$ cat config.mk
export PLATFORM = sky130hd
export DESIGN_NAME = control_queue_mc
export DESIGN_NICKNAME = d
export VERILOG_FILES = /design/src/rtl/control_queue_mc_pkg.sv /design/src/rtl/control_queue_mc_upd_match.sv /design/src/rtl/control_queue_mc.sv
export SDC_FILE = /design/constraint.sdc
export NUM_CORES = 2
export LEC_CHECK = 0
export CAP_MARGIN = 30
export CORE_MARGIN = 4
export CORE_UTILIZATION = 50
export CTS_CLUSTER_SIZE = 12
export DETAILED_ROUTE_END_ITERATION = 8
export GPL_TIMING_DRIVEN = 1
export PLACE_DENSITY = 0.7
export SLEW_MARGIN = 40
export SYNTH_ARGS = -nofsm -noshare
export SYNTH_HDL_FRONTEND = slang
export SYNTH_HIERARCHICAL = 1
export SYNTH_SLANG_ARGS = --single-unit
$ cat constraint.sdc
create_clock -name clk -period 3.68 [get_ports clk]
set_input_delay 0.368 -clock clk [delete_from_list [all_inputs] [get_ports clk]]
set_output_delay 0.368 -clock clk [all_outputs]
set_load 0.03 [all_outputs]
$ cat src/rtl/control_queue_mc_pkg.sv
// Shared types and sizes for the control-flow queue.
// Contents: sizing localparams, op-type enum, queue entry and update-channel payloads,
// and a helper that folds an update payload into an entry.
package control_queue_mc_pkg;

    localparam int unsigned ROB_IDX_W    = 4;
    localparam int unsigned ARCH_REG_W   = 5;
    localparam int unsigned PHYS_REG_W   = 6;
    localparam int unsigned XLEN         = 32;
    localparam int unsigned CTRL_Q_DEPTH = 8;

    // auipc_entry is the all-zero encoding so a cleared entry reads as auipc
    typedef enum logic [1:0] {
        auipc_entry  = 2'd0,
        branch_entry = 2'd1,
        jal_entry    = 2'd2,
        jalr_entry   = 2'd3
    } ctrl_op_t;

    typedef struct packed {
        logic                  valid;
        logic                  resolved;
        ctrl_op_t              mem_op_type;
        logic [ROB_IDX_W-1:0]  rob_idx;
        logic [ARCH_REG_W-1:0] rd;
        logic [PHYS_REG_W-1:0] pd;
        logic [XLEN-1:0]       pc_in;
        logic [XLEN-1:0]       pc_new;
        logic                  br_en;
        logic [XLEN-1:0]       rs1_v;
        logic [XLEN-1:0]       rs2_v;
    } ctrl_q_entry_t;

    typedef struct packed {
        logic [ROB_IDX_W-1:0] rob_idx;
        logic [XLEN-1:0]      pc_new;
        logic                 br_en;
        logic [XLEN-1:0]      rs1_v;
        logic [XLEN-1:0]      rs2_v;
    } ctrl_q_upd_t;

    // Mark an entry resolved and copy in the broadcast results
    function automatic ctrl_q_entry_t apply_upd(input ctrl_q_entry_t e, input ctrl_q_upd_t u);
        ctrl_q_entry_t r;
        r          = e;
        r.resolved = 1'b1;
        r.pc_new   = u.pc_new;
        r.br_en    = u.br_en;
        r.rs1_v    = u.rs1_v;
        r.rs2_v    = u.rs2_v;
        return r;
    endfunction

endpackage

$ cat src/rtl/control_queue_mc_upd_match.sv
// ctrl_q_upd_match: matches one rob_idx against all update channels.
// Ports: rob_idx_i (tag to match), upd_valid_i/upd_i (broadcast channels),
//        hit_c (any channel matched), sel_c (payload of lowest matching channel).
module ctrl_q_upd_match
    import control_queue_mc_pkg::*;
#(
    parameter int unsigned NUM_UPD = 2
) (
    input  logic [ROB_IDX_W-1:0]            rob_idx_i,
    input  logic [NUM_UPD-1:0]              upd_valid_i,
    input  ctrl_q_upd_t [NUM_UPD-1:0]       upd_i,
    output logic                            hit_c,
    output ctrl_q_upd_t                     sel_c
);

    // Walk from the highest channel down so the lowest hit overwrites last
    always_comb begin
        hit_c = 1'b0;
        sel_c = '0;
        for (int c = int'(NUM_UPD) - 1; c >= 0; c--) begin
            if (upd_valid_i[c] && (upd_i[c].rob_idx == rob_idx_i)) begin
                hit_c = 1'b1;
                sel_c = upd_i[c];
            end
        end
    end

endmodule

$ cat src/rtl/control_queue_mc.sv
// control_queue_mc: in-order queue of control-flow ops between dispatch and commit.
// Entries resolve out of order via NUM_UPD broadcast channels; the head pops only once resolved.
// Ports: clk, rst (async active-low), flush (sync clear),
//        enq_valid/enq_entry/enq_ready (dispatch side),
//        upd_valid/upd (resolution broadcasts),
//        deq_valid/deq_ready/deq_entry (commit side), count/empty/full (occupancy).
module control_queue_mc
    import control_queue_mc_pkg::*;
#(
    parameter  int unsigned DEPTH   = CTRL_Q_DEPTH,
    parameter  int unsigned NUM_UPD = 2,
    localparam int unsigned PTR_W   = $clog2(DEPTH)
) (
    input  logic                       clk,
    input  logic                       rst,
    input  logic                       flush,
    input  logic                       enq_valid,
    input  ctrl_q_entry_t              enq_entry,
    output logic                       enq_ready,
    input  logic [NUM_UPD-1:0]         upd_valid,
    input  ctrl_q_upd_t [NUM_UPD-1:0]  upd,
    output logic                       deq_valid,
    input  logic                       deq_ready,
    output ctrl_q_entry_t              deq_entry,
    output logic [PTR_W:0]             count,
    output logic                       empty,
    output logic                       full
);

    localparam int unsigned PW = PTR_W + 1;

    // Pointers carry an extra wrap bit to tell full from empty
    logic [PTR_W:0] head_q, head_d;
    logic [PTR_W:0] tail_q, tail_d;
    ctrl_q_entry_t  entries_q [DEPTH];
    ctrl_q_entry_t  entries_d [DEPTH];

    logic [DEPTH-1:0] ent_hit_c;
    ctrl_q_upd_t      ent_sel_c [DEPTH];
    logic             byp_hit_c;
    ctrl_q_upd_t      byp_sel_c;

    logic enq_fire_c;
    logic deq_fire_c;

    // One matcher per stored entry
    for (genvar i = 0; i < DEPTH; i++) begin : g_match
        ctrl_q_upd_match #(.NUM_UPD(NUM_UPD)) u_match (
            .rob_idx_i   (entries_q[i].rob_idx),
            .upd_valid_i (upd_valid),
            .upd_i       (upd),
            .hit_c       (ent_hit_c[i]),
            .sel_c       (ent_sel_c[i])
        );
    end

    // Matcher for the entry arriving this cycle
    ctrl_q_upd_match #(.NUM_UPD(NUM_UPD)) u_byp_match (
        .rob_idx_i   (enq_entry.rob_idx),
        .upd_valid_i (upd_valid),
        .upd_i       (upd),
        .hit_c       (byp_hit_c),
        .sel_c       (byp_sel_c)
    );

    // Status decoded straight from the pointer/entry registers
    assign empty     = (head_q == tail_q);
    assign full      = (head_q[PTR_W] != tail_q[PTR_W]) &&
                       (head_q[PTR_W-1:0] == tail_q[PTR_W-1:0]);
    assign count     = tail_q - head_q;
    assign enq_ready = !full;
    assign deq_entry = entries_q[head_q[PTR_W-1:0]];
    assign deq_valid = !empty && deq_entry.resolved;

    assign enq_fire_c = enq_valid && enq_ready;
    assign deq_fire_c = deq_valid && deq_ready;

    // Next-state: updates, then pop clear, then push write; the three never touch the same slot
    always_comb begin
        ctrl_q_entry_t new_ent;
        head_d    = head_q;
        tail_d    = tail_q;
        entries_d = entries_q;
        new_ent   = '0;

        if (flush) begin
            head_d = '0;
            tail_d = '0;
            for (int i = 0; i < int'(DEPTH); i++) begin
                entries_d[i] = '0;
            end
        end else begin
            // Only live, unresolved entries accept results; first write sticks
            for (int i = 0; i < int'(DEPTH); i++) begin
                if (entries_q[i].valid && !entries_q[i].resolved && ent_hit_c[i]) begin
                    entries_d[i] = apply_upd(entries_q[i], ent_sel_c[i]);
                end
            end

            if (deq_fire_c) begin
                entries_d[head_q[PTR_W-1:0]] = '0;
                head_d = head_q + PW'(1);
            end

            if (enq_fire_c) begin
                new_ent       = enq_entry;
                new_ent.valid = 1'b1;
                if (!enq_entry.resolved && byp_hit_c) begin
                    new_ent = apply_upd(new_ent, byp_sel_c);
                end
                entries_d[tail_q[PTR_W-1:0]] = new_ent;
                tail_d = tail_q + PW'(1);
            end
        end
    end

    // State registers
    always_ff @(posedge clk or negedge rst) begin
        if (!rst) begin
            head_q <= '0;
            tail_q <= '0;
            for (int i = 0; i < int'(DEPTH); i++) begin
                entries_q[i] <= '0;
            end
        end else begin
            head_q    <= head_d;
            tail_q    <= tail_d;
            entries_q <= entries_d;
        end
    end

endmodule
==> metrics <==
max capacitance violation total 0; post-route cell area 100000 µm²; pre-CTS WS 0.0281 ns; clock latency on the worst-skew pair around 0.81 ns; CTS tree built; Startpoint Class flip-flop; DRT antenna net count 0; RePlAce Congestion 0.880; initial antenna violation count 36; Hold Fails Final Rpt 0; H-tree depth 4; slowest stage delay, CP 0.62 ns; die area 182000 µm²; hold depth 2; Crit path arrival time between 3 and 4 ns; Synth Warn # 6; RSZ-0062 raised after global routing true; routed length per instance 31.2 µm; mapped cell area 87600 µm²; final slew viol count 0; row count 153; worst hold endpoint tail_q[2]$_DFFE_PN0P_; met2 wire len 155000 µm; via count ~83k; Tot Pwr 34.2 mW; Crit Path Max Fanout 25; dpl cell area 95000 µm²; crit-path cells buf_8 -> buf_16 -> mux4_2 -> nand2_1 -> nand2_1 -> clkdlybuf4s50_1; Avg Synthesized Cell Area 9.31 µm²; Clock Skew 0.0401 ns; status finished, violations left; uppermost layer routed met5; met3 WL between 50000 and 60000 µm; fin cells 11.7k; Worst R2R Path Depth 10; relative max-transition margin a little over a fifth; Worst-path clk slew 0.06 ns; gr usage total 38.5%; Worst EP required 3.31 ns; clock tree sinks 1192; largest net degree at the start of global routing 115; final setup fails 1; first-pass GRT wire length 530000 µm; # nets final 9578; share of post-route cells with drive strength above 1 27.4%; Chip Height between 400 and 500 µm; Via density 7.09; Core Util, Final between 50% and 60%; Leak roughly 45 nW; Worst-Margin Slew between 1 and 1.5 ns; total CTS buffers 140; DP Cell Count 11.4k; slowest stage cell, crit path clkdlybuf4s50_1; Root Driver clkbuf_16; DR pass1 iterations 9; Worst path most repeated cell nand2_1; Core Area ~170000 µm²; WL met1 129000 µm; Setup crit end kind output pin; DR iter-0 viols 12.4k; power density over cell area 342 nW/µm²; Fmax 271 MHz; Mapped Cells 9409; Reg-to-Reg Start head_q[0]$_DFFE_PN0P_; Routed WL about 360000 µm; TNS Setup -0.0148 ns; # DRC 0; DP Wirelength 186000 µm; HP Start flush; number of port buffers 511; Max Root-Sink Buffers 3; Critical R2R Capture entries_q[684]$_DFF_PN0_; Top-Level Pins around 510; Synth-to-Final Area Change 14.2%; fin crit share 100%; maximum vdd ir drop around 500 µV; PnR worst setup slack -0.0148 ns; chip width 426 µm; Net Count, Synth slightly below 10k; failing checks setup timing; final hold slack 0.0712 ns; Initial Util 50.3%; worst min path class primary input to flip-flop; number of global-route vias before repair between 80k and 90k; critical path class flip-flop to output pin; fin crit period 3.69 ns; Remaining Overflow, GRT 0; internal reg-to-reg setup slack 0.13 ns
==> cell usage in the layout, fill, tap and decap left out, drive strengths merged, types with 9 or more instances in the layout <==
| cell | count |
|---|---|
| nor2 | 14 |
| clkbuf | 222 |
| clkdlybuf4s50 | 408 |
| dlymetal6s2s | 34 |
| a222oi | 9 |
| mux4 | 294 |
| o21ai | 14 |
| o31ai | 9 |
| o22ai | 1187 |
| a21oi | 13 |
| inv | 941 |
| nand3b | 400 |
| a21o | 106 |
| nor4 | 873 |
| dfrtp | 1192 |
| mux2 | 1649 |
| nand2 | 1429 |
| diode | 29 |
| o221ai | 9 |
| o2111ai | 9 |
| buf | 296 |
| xor2 | 20 |
| nand2b | 85 |
| clkinv | 22 |
| dlygate4sd2 | 20 |
| or4b | 9 |
==> worst max-delay path, delay by kind of cell, from the launching register on <==
family,cells,cell delay (ns)
buffers and inverters,3,1.17
flip-flops,1,0.58
multiplexers,1,0.56
AND/OR/NAND/NOR,2,0.18
==> area by class of cell <==
class / instances / area, µm²
fillers: 14512 / 74000
repair buffers: 765 / 9290
diodes: 29 / 72.6
inverters: 937 / 3520
clock inverters: 32 / 310
multi-input cells: 6179 / 49800
well taps: 2325 / 2910
clock buffers: 216 / 4300
flip-flops and latches: 1192 / 29800
==> timing repair <==
item,CTS,global route
endpoints found under the setup margin,86,130
hold buffers,1,0
buffers inserted,4,1
gates resized for setup,28,44
hold endpoints to repair,362,0
cloned,0,5
==> report_power, final <==
group | switching (mW) | internal [mW]
combinational | 4.32 | 2.11
sequential | 0.162 | 13.4
clock | 5.96 | 8.30
==> per-layer routing <==
metal | vias up | GRT usage (%)
met5 | - | 0.430
met3 | 1937 | 13.0
met4 | 12 | 25.4
met1 | 40007 | 48.2
li1 | 33768 | -
met2 | 7096 | 56.6
==> how the worst max path moves through the flow <==
stage	startpoint	endpoint	depth (start not counted)
2_1_floorplan	enq_entry[140]	entries_q[226]$_DFF_PN0_	13
3_3_place_gp	upd[98]	entries_q[622]$_DFF_PN0_	11
3_5_place_dp	upd[98]	entries_q[655]$_DFF_PN0_	11
4_1_cts	head_q[0]$_DFFE_PN0P_	deq_entry[10]	6
5_1_grt	head_q[0]$_DFFE_PN0P_	deq_entry[10]	6
6_report	head_q[0]$_DFFE_PN0P_	deq_entry[10]	6
==> flip-flops by register name, summed over array words and instances (netlist names) <==
register	count
entries_q	1184
head_q	4
tail_q	4
Note: power is estimated with default switching activity, not from simulation.
